$ cat config.mk
export PLATFORM = sky130hd
export DESIGN_NAME = div
export DESIGN_NICKNAME = d
export VERILOG_FILES = /design/src/rtl/div_step.sv /design/src/rtl/div.sv
export SDC_FILE = /design/constraint.sdc
export NUM_CORES = 1
export LEC_CHECK = 0
export ABC_CLOCK_PERIOD_IN_PS = 8800
export BUFFER_PORTS_ARGS = -buffer_cell sky130_fd_sc_hd__buf_2
export CORE_UTILIZATION = 60
export DETAILED_ROUTE_END_ITERATION = 8
export HOLD_SLACK_MARGIN = 0.1
export PLACE_DENSITY = 0.82
export SYNTH_ARGS = -nofsm -noshare
export SYNTH_HDL_FRONTEND = slang
export SYNTH_SLANG_ARGS = --single-unit
$ cat constraint.sdc
create_clock -name clk -period 8.8 [get_ports clk]
set_input_delay 0.44 -clock clk [delete_from_list [all_inputs] [get_ports clk]]
set_output_delay 0.44 -clock clk [all_outputs]
set_load 0.02 [all_outputs]
$ cat src/rtl/div_step.sv
// One restoring-division iteration: shift {R,Q} left, try subtracting the divisor,
// keep the difference and set the new quotient bit only when it did not go negative.
module div_step #(
    parameter int WIDTH = 32
) (
    input  logic [WIDTH:0]   i_rem,
    input  logic [WIDTH-1:0] i_quo,
    input  logic [WIDTH-1:0] i_divisor,
    output logic [WIDTH:0]   o_rem,
    output logic [WIDTH-1:0] o_quo
);

    logic [WIDTH+1:0] w_trial;

    // One extra bit on top of the 33-bit remainder gives a clean borrow/sign bit
    assign w_trial = {i_rem, i_quo[WIDTH-1]} - {2'b00, i_divisor};

    always_comb begin
        o_rem = w_trial[WIDTH:0];
        o_quo = {i_quo[WIDTH-2:0], 1'b1};
        if (w_trial[WIDTH+1]) begin
            o_rem = {i_rem[WIDTH-1:0], i_quo[WIDTH-1]};
            o_quo = {i_quo[WIDTH-2:0], 1'b0};
        end
    end

endmodule

$ cat src/rtl/div.sv
// Multi-cycle signed divider for the MIPS datapath: lo = quotient, hi = remainder.
// Shares the start/end handshake and falling-edge timing of the Booth multiplier.
module div #(
    parameter int WIDTH = 32
) (
    input  logic             clk,
    input  logic             rst,
    input  logic             div_start,
    input  logic [WIDTH-1:0] A,
    input  logic [WIDTH-1:0] B,
    output logic [WIDTH-1:0] hi,
    output logic [WIDTH-1:0] lo,
    output logic             div_end,
    output logic             div_zero
);

    localparam int CW = $clog2(WIDTH);

    typedef enum logic [1:0] {
        IDLE = 2'd0,
        RUN  = 2'd1,
        FIX  = 2'd2,
        DONE = 2'd3
    } state_t;

    state_t           r_state;
    logic [WIDTH:0]   r_rem;
    logic [WIDTH-1:0] r_quo;
    logic [WIDTH-1:0] r_divisor;
    logic [CW-1:0]    r_count;
    logic             r_signQ;
    logic             r_signR;
    logic             r_zero;

    logic [WIDTH-1:0] w_magA;
    logic [WIDTH-1:0] w_magB;
    logic [WIDTH:0]   w_nextRem;
    logic [WIDTH-1:0] w_nextQuo;

    // Unsigned magnitudes; the most negative value maps onto itself, which is still correct unsigned
    assign w_magA = A[WIDTH-1] ? -A : A;
    assign w_magB = B[WIDTH-1] ? -B : B;

    div_step #(.WIDTH(WIDTH)) u_step (
        .i_rem     (r_rem),
        .i_quo     (r_quo),
        .i_divisor (r_divisor),
        .o_rem     (w_nextRem),
        .o_quo     (w_nextQuo)
    );

    always_ff @(negedge clk or posedge rst) begin
        if (rst) begin
            r_state   <= IDLE;
            r_rem     <= '0;
            r_quo     <= '0;
            r_divisor <= '0;
            r_count   <= '0;
            r_signQ   <= 1'b0;
            r_signR   <= 1'b0;
            r_zero    <= 1'b0;
            hi        <= '0;
            lo        <= '0;
            div_end   <= 1'b0;
            div_zero  <= 1'b0;
        end else begin
            case (r_state)
                IDLE, DONE: begin
                    if (div_start) begin
                        r_divisor <= w_magB;
                        r_signQ   <= A[WIDTH-1] ^ B[WIDTH-1];
                        r_signR   <= A[WIDTH-1];
                        r_rem     <= '0;
                        r_quo     <= w_magA;
                        r_count   <= '0;
                        r_zero    <= (B == '0);
                        div_end   <= 1'b0;
                        div_zero  <= 1'b0;
                        // A zero divisor skips the iterations and is flagged in FIX
                        r_state   <= (B == '0) ? FIX : RUN;
                    end
                end
                RUN: begin
                    r_rem   <= w_nextRem;
                    r_quo   <= w_nextQuo;
                    r_count <= r_count + 1'b1;
                    if (r_count == CW'(WIDTH - 1)) begin
                        r_state <= FIX;
                    end
                end
                FIX: begin
                    if (r_zero) begin
                        div_zero <= 1'b1;
                    end else begin
                        lo <= r_signQ ? -r_quo : r_quo;
                        hi <= r_signR ? -r_rem[WIDTH-1:0] : r_rem[WIDTH-1:0];
                    end
                    div_end <= 1'b1;
                    r_state <= DONE;
                end
                default: r_state <= IDLE;
            endcase
        end
    end

endmodule

==> results of run 1 <==
routing by layer:
| metal | part of all wire, % | vias to the layer above | wire [µm] |
|---|---|---|---|
| met5 | 0 | - | 0 |
| met3 | 5.2 | 26 | 1321 |
| li1 | - | 4737 | - |
| met4 | 1.5 | 0 | 384 |
| met2 | 45 | 271 | 11400 |
| met1 | 48 | 4426 | 12100 |
power breakdown:
part           internal (W)  leakage, nW  total [W]  switching (W)
combinational      0.000650         3.32    0.00185        0.00120
sequential          0.00112         2.25    0.00137       0.000256
clock              0.000464        0.294   0.000792       0.000328
total               0.00223         5.86    0.00401        0.00178
sequential cells by signal, summed over array words and instances (netlist names):
name       flops
div_end        1
r_quo         32
r_signQ        1
r_zero         1
r_signR        1
r_state        2
r_rem         33
r_divisor     32
r_count        5
div_zero       1
lo            32
hi            32
kinds of logic after synthesis:
kind of cell             after synthesis
AO/OA/AOI/OAI                        399
AND/OR/NAND/NOR                      383
flip-flops                           173
XOR/XNOR                             146
buffers and inverters                117
adder cells (fa/ha/maj)               41
multiplexers                          38
synthesized netlist by cell type (3+ instances only):
cell type  instances
a211oi_1           3
a21o_1            16
a21oi_1           63
a221o_1            4
a22o_1             4
a31oi_1            4
and2_1             4
and3_1             9
buf_1              4
clkbuf_1          59
dfrtn_1          173
ha_1              40
inv_1             50
mux2i_1           38
nand2_1          220
nand2b_1           9
nand3_1           11
nand3b_1           3
nand4_1            3
nor2_1            50
nor2b_1            9
nor3_1             9
nor4_1             6
o211ai_1           5
o21a_1             5
o21ai_0          211
o21bai_1           3
o221ai_1           4
o22ai_1            3
o31a_1             6
o31ai_1           36
o41ai_1           14
o41ai_2            3
or2_2              5
or3_1             18
or4_1             17
or4_4              4
xnor2_1           34
xor2_1           112
placed cells by master, fill, tap and decap left out, drive strengths merged, types with 9 or more instances in the layout:
cell,synthesis,final
nor2,50,50
nor3,9,9
o31ai,36,36
mux2i,38,38
o21ai,213,213
nor2b,9,9
ha,40,40
clkbuf,61,20
and3,9,9
or4,22,22
xor2,112,112
dfrtn,173,173
nand2,220,220
or3,18,18
a21o,16,16
nand3,11,11
a21oi,63,63
buf,6,138
xnor2,34,34
o41ai,17,17
nand2b,10,10
inv,50,53
worst max-delay path: cells and delay by family:
family,cells,cell delay [ns]
AND/OR/NAND/NOR,7,2.81
buffers and inverters,1,0.12
AO/OA/AOI/OAI,2,0.35
final timing paths:
path,start,endpoint,cells past startpoint
max in group asynchronous,rst,r_divisor[27],3
min reg2reg,lo[22],lo[22],2
max,B[8],r_state[0],10
max reg2reg,r_rem[0],hi[28],11
min in group asynchronous,rst,lo[30],2
min,lo[22],lo[22],2
layout make-up:
| class | count | area [µm²] | area share [%] |
|---|---|---|---|
| Sequential cell | 173 | 4329 | 34.64 |
| Multi-Input combinational cell | 1007 | 6361 | 50.90 |
| Inverter | 50 | 191.4 | 1.532 |
| Timing Repair Buffer | 138 | 718.2 | 5.747 |
| Clock buffer | 20 | 456.7 | 3.654 |
| Clock inverter | 11 | 153.9 | 1.231 |
| Tap cell | 229 | 286.5 | 2.293 |
metrics by stage:
step                worst slack, ns  utilization, %  cell area (µm²)  power, W
finish                       0.9202           69.10            12500  0.004014
global route                 0.7406           69.10            12500  0.004336
CTS                          0.9278           69.10            12500  0.004019
detailed placement           0.5022           65.72            11890  0.003220
global placement             0.5472           65.72            11890  0.003154
floorplan                    0.7601               -            11120  0.002740
==> flow_metrics.py, run 1 <==
metrics = {
    "synth": {
        "synth_top_family_by_area": "compound AO/OA/AOI/OAI gates",
        "yosysTopAreaCell": "dfrtn_1",
        "async_flop_share_pct": 100.0,
        "synth_xor_area_share_pct": 11.50,
        "ys.flop_type": "dfrtn_1",
        "synth_seq_cells": 173,
        "ys_seq_area_share_pct": 38.93,
        "synth_top_area_share_pct": 38.93,
        "synth-simple-area-share_pct": 15.89,
        "yosys-top-cells-area": "dfrtn_1 (39%), o21ai_0 (9.5%), xor2_1 (8.8%)",
        "synth_area_per_cell_um2": 8.574,
        "synth_edf_count": 0,
        "synthMuxAreaShare_pct": 3.420,
        "synth_compound_area_share_pct": 21.43,
        "synth_cells": 1297,
        "synth_cell_types": 58,
        "syn_area_mm2": 0.01112,
        "yosys.area_share.adder_pct": 4.680,
        "synth_warnings": 0,
        "syn_nets": 1405,
    },
    "timing": {
        "hold_ws_ns": 0.4186,
        "maxSlewViolCount": 0,
        "relSlewSlack_pct": 27.89,
        "rsz0062_at_grt": "false",
        "worst_pin_slew_ns": 1.078,
        "setup_viol": 0,
        "fin_skew_ns": 0.007632,
        "fin_tns_setup_ns": 0,
        "finalHoldViolations": 0,
    },
    "global_routing": {
        "grt_use_met1_pct": 39.72,
        "grtUsageMet2_pct": 43.69,
        "grt_usage_pct": 27.50,
        "grt_max_degree": 129,
        "grt_pass1_wl_mm": 43.01,
        "grt-busiest-layer": "met2",
        "met3_usage_pct": 3.325,
        "grt_antenna_before_repair": 0,
        "grt_overflow": 0,
        "grt_pass1_vias": 8789,
    },
    "placement": {
        "gp_congestion": 0.8840,
        "dp_hpwl_mm": 18.33,
        "port_buffers": 132,
        "dp_cells": 1597,
    },
    "worst_setup_path": {
        "cpMostUsedCell": "or4_4",
        "end_kind": "flop",
        "cp_slowest_cell": "or4_4",
        "crit_path_start_kind": "input port",
        "crit_chain": "buf_2 -> or4_4 -> or4_4 -> or4b_4 -> or4_4 -> nand2b_4 -> or4_4 -> nand3b_2 -> o21ai_1 -> a221o_1",
        "crit_required_ns": 4.66,
        "crit_arrival_ns": 3.74,
        "max_stage_delay_ns": 0.56,
        "r2r_slack_ns": 4.69,
        "path_class": "in -> reg",
        "crit_fanout": 4,
    },
    "routing": {
        "drt_iter0_drc": 653,
        "vias": 9460,
        "drc_errors": 32,
        "postRouteAntennaNets": 0,
        "wire_per_inst_um": 15.48,
        "vias_per_cell": 5.811,
        "routed_wl_mm": 25.21,
        "drt-pass1-iter-count": 9,
    },
    "finish": {
        "nets": 1495,
        "drive_above_1_share_pct": 13.72,
        "n_fill_cell": 1426,
        "fin_cells": 1628,
        "syn_to_final_growth_pct": 12.38,
        "n_antenna_cell": 0,
    },
    "cts": {
        "clkSinkCount": 173,
        "cts_setup_buffers": 0,
        "cts_tree": "yes",
        "cts_hold_buffers": 0,
        "cts.repair.resized": 0,
        "clockRootBuffer": "clkbuf_16",
        "cts.path.max_buffers": 2,
        "htree_levels": 4,
        "cts.clk_slew.worst_paths_ns": 0.05,
        "cts_inserted_buffers": 17,
        "worst_skew_pair.late_latency_ns": 0.41,
    },
    "floorplanning": {
        "die_y_um": 138.1,
        "die_x_um": 138.1,
        "ioPinCount": 133,
        "core_area_mm2": 0.01809,
        "initial_core_util_pct": 61.49,
        "rows": 49,
        "die-area_mm2": 0.01908,
    },
    "power": {
        "power_density_mw_per_mm2": 321.2,
        "p_leak_nw": 5.856,
        "vdd_drop_max_v": 0.0001815,
    },
    "status": {
        "run_status": "finished, violations left",
        "violations": "DRC",
    },
    "run": {
        "drv_cap": 0,
    },
    "hold_path": {
        "hold_path_class": "reg -> reg",
    },
}
No activity file was read; power rests on OpenSTA's default activity.
==> run 2, diff against run 1 <==
- GPL_TIMING_DRIVEN: default -> 0
==> run 2 against run 1 <==
Effect of this change: the run still ends with DRC left; clock-buffer cell count fell by 1; register-to-register slack got worse by 0.47 ns; worst hold slack barely moved; total power rose by 5.6%; utilization grew 1.7 points; largest power group unchanged; cell count grew 3.9%; global-route usage is 3.2 points higher.
==> flow_metrics.py, run 2 (synthesis results as in run 1) <==
metrics = {
    "routing": {
        "vias": 10040,
        "drt-pass1-iter-count": 8,
        "wire_per_inst_um": 16.77,
        "postRouteAntennaNets": 0,
        "drt_iter0_drc": 636,
        "routed_wl_mm": 28.37,
        "drc_errors": 32,
        "vias_per_cell": 5.932,
    },
    "floorplanning": {
        "initial_core_util_pct": 61.49,
        "core_area_mm2": 0.01809,
        "die_y_um": 138.1,
        "ioPinCount": 133,
        "rows": 49,
        "die-area_mm2": 0.01908,
        "die_x_um": 138.1,
    },
    "worst_setup_path": {
        "timing.rr.start": "r_rem[11]",
        "crit_required_ns": 4.65,
        "end_kind": "flop",
        "crit_fanout": 4,
        "r2r_slack_ns": 4.22,
        "r2r_cells": 12,
        "path_class": "in -> reg",
        "crit_arrival_ns": 3.74,
        "reg2reg_to": "r_rem[1]",
        "crit_path_start_kind": "input port",
    },
    "cts": {
        "cts_tree": "yes",
        "clockRootBuffer": "clkbuf_16",
        "cts_setup_buffers": 0,
        "cts_inserted_buffers": 17,
        "clkSinkCount": 173,
        "cts_hold_buffers": 0,
        "cts.path.max_buffers": 2,
        "htree_levels": 4,
        "worst_skew_pair.late_latency_ns": 0.41,
        "cts.clk_slew.worst_paths_ns": 0.04,
        "cts.repair.resized": 0,
    },
    "global_routing": {
        "grt_max_degree": 43,
        "grt_pass1_wl_mm": 47.02,
        "grt_antenna_before_repair": 0,
        "grt_pass1_vias": 9470,
        "grt_overflow": 0,
        "grt_usage_pct": 30.70,
    },
    "finish": {
        "drive_above_1_share_pct": 12.85,
        "nets": 1560,
        "n_antenna_cell": 0,
        "largest_reg_flops": 33,
        "fin_cells": 1692,
        "n_fill_cell": 1426,
        "final_cell_mix": "nand2_1 (220), o21ai_0 (211), dfrtn_1 (173)",
        "syn_to_final_growth_pct": 15.19,
        "layout_commonest_cell": "nand2_1",
        "regMostFlops": "r_rem",
    },
    "status": {
        "run_status": "finished, violations left",
        "violations": "DRC",
    },
    "timing": {
        "worst_pin_slew_ns": 0.9478,
        "setup_viol": 0,
        "rsz0062_at_grt": "false",
        "relSlewSlack_pct": 36.36,
        "fin_skew_ns": 0.006341,
        "maxSlewViolCount": 0,
        "fin_tns_setup_ns": 0,
        "finalHoldViolations": 0,
    },
    "hold_path": {
        "min_path_cells": 2,
        "min_to": "lo[31]",
        "hp-start": "lo[31]",
        "hold_path_class": "reg -> reg",
    },
    "placement": {
        "port_buffers": 132,
        "dp_hpwl_mm": 21.68,
        "gp_congestion": 0.8960,
        "dp_cells": 1662,
    },
    "power": {
        "vdd_drop_max_v": 0.0001889,
        "power_density_mw_per_mm2": 331.0,
        "p_leak_nw": 5.974,
    },
    "run": {
        "drv_cap": 0,
    },
}
run 2: changes by cell type in the layout (fill, tap and decap cells not counted), moves of 2 or more:
cell       previous run  this run
clkbuf_1              1        60
buf_12                1         4
buf_4                 5         0
inv_6                 4         1
bufinv_16             3         6
buf_1                 0         4
buf_2               132       134
run 2: critical path: stages:
cell      delay [ns]
buf_2           0.12
or4_4           0.55
or4_4           0.44
or4b_4          0.53
or4_4           0.52
nand2b_4        0.17
or4_4           0.51
nand3b_2        0.10
o21ai_1         0.06
a221o_1         0.28
run 2: layout make-up:
cell class                      count  area, µm²  area share [%]
Clock inverter                     11      215.2           1.680
Timing Repair Buffer              136      740.7           5.782
Buffer                             67      274.0           2.139
Multi-Input combinational cell   1007       6330           49.41
Clock buffer                       19      442.9           3.458
Inverter                           50      191.4           1.494
Tap cell                          229      286.5           2.237
Sequential cell                   173       4329           33.80
run 2: through the flow:
step | hold slack, ns | setup slack, ns | power (W) | util [%] | area [µm²]
global route | 0.4437 | 0.7959 | 0.004556 | 70.83 | 12810
detailed placement | 0.4249 | 0.4990 | 0.003365 | 67.19 | 12150
floorplan | 0.4104 | 0.7601 | 0.002740 | - | 11120
CTS | 0.4247 | 0.9219 | 0.004224 | 70.83 | 12810
finish | 0.4189 | 0.9121 | 0.004240 | 70.83 | 12810
global placement | 0.4181 | 0.5189 | 0.003298 | 66.75 | 12070
run 2: routing by layer:
metal	share of wire, %	track usage, %	vias to the layer above
met2	48	51.72	358
met4	1.8	9.758	0
met3	6.3	5.750	47
li1	-	-	4891
met5	0	0	-
met1	44	40.15	4741
run 2: worst max path at each step:
stage | startpoint | to | slack (ns) | cells past startpoint
after detailed placement | B[8] | r_state[0] | 0.50 | 10
after global placement | B[8] | r_state[0] | 0.52 | 10
after CTS | B[8] | r_state[0] | 0.92 | 10
after floorplan | B[8] | r_state[0] | 0.76 | 9
final | B[8] | r_state[0] | 0.91 | 10
after global routing | B[8] | r_divisor[29] | 0.80 | 10
run 2: report_power, final:
| group | internal, W | switching, W |
|---|---|---|
| clock | 0.000537 | 0.000313 |
| combinational | 0.000691 | 0.00134 |
| sequential | 0.00112 | 0.000239 |
| total | 0.00235 | 0.00189 |
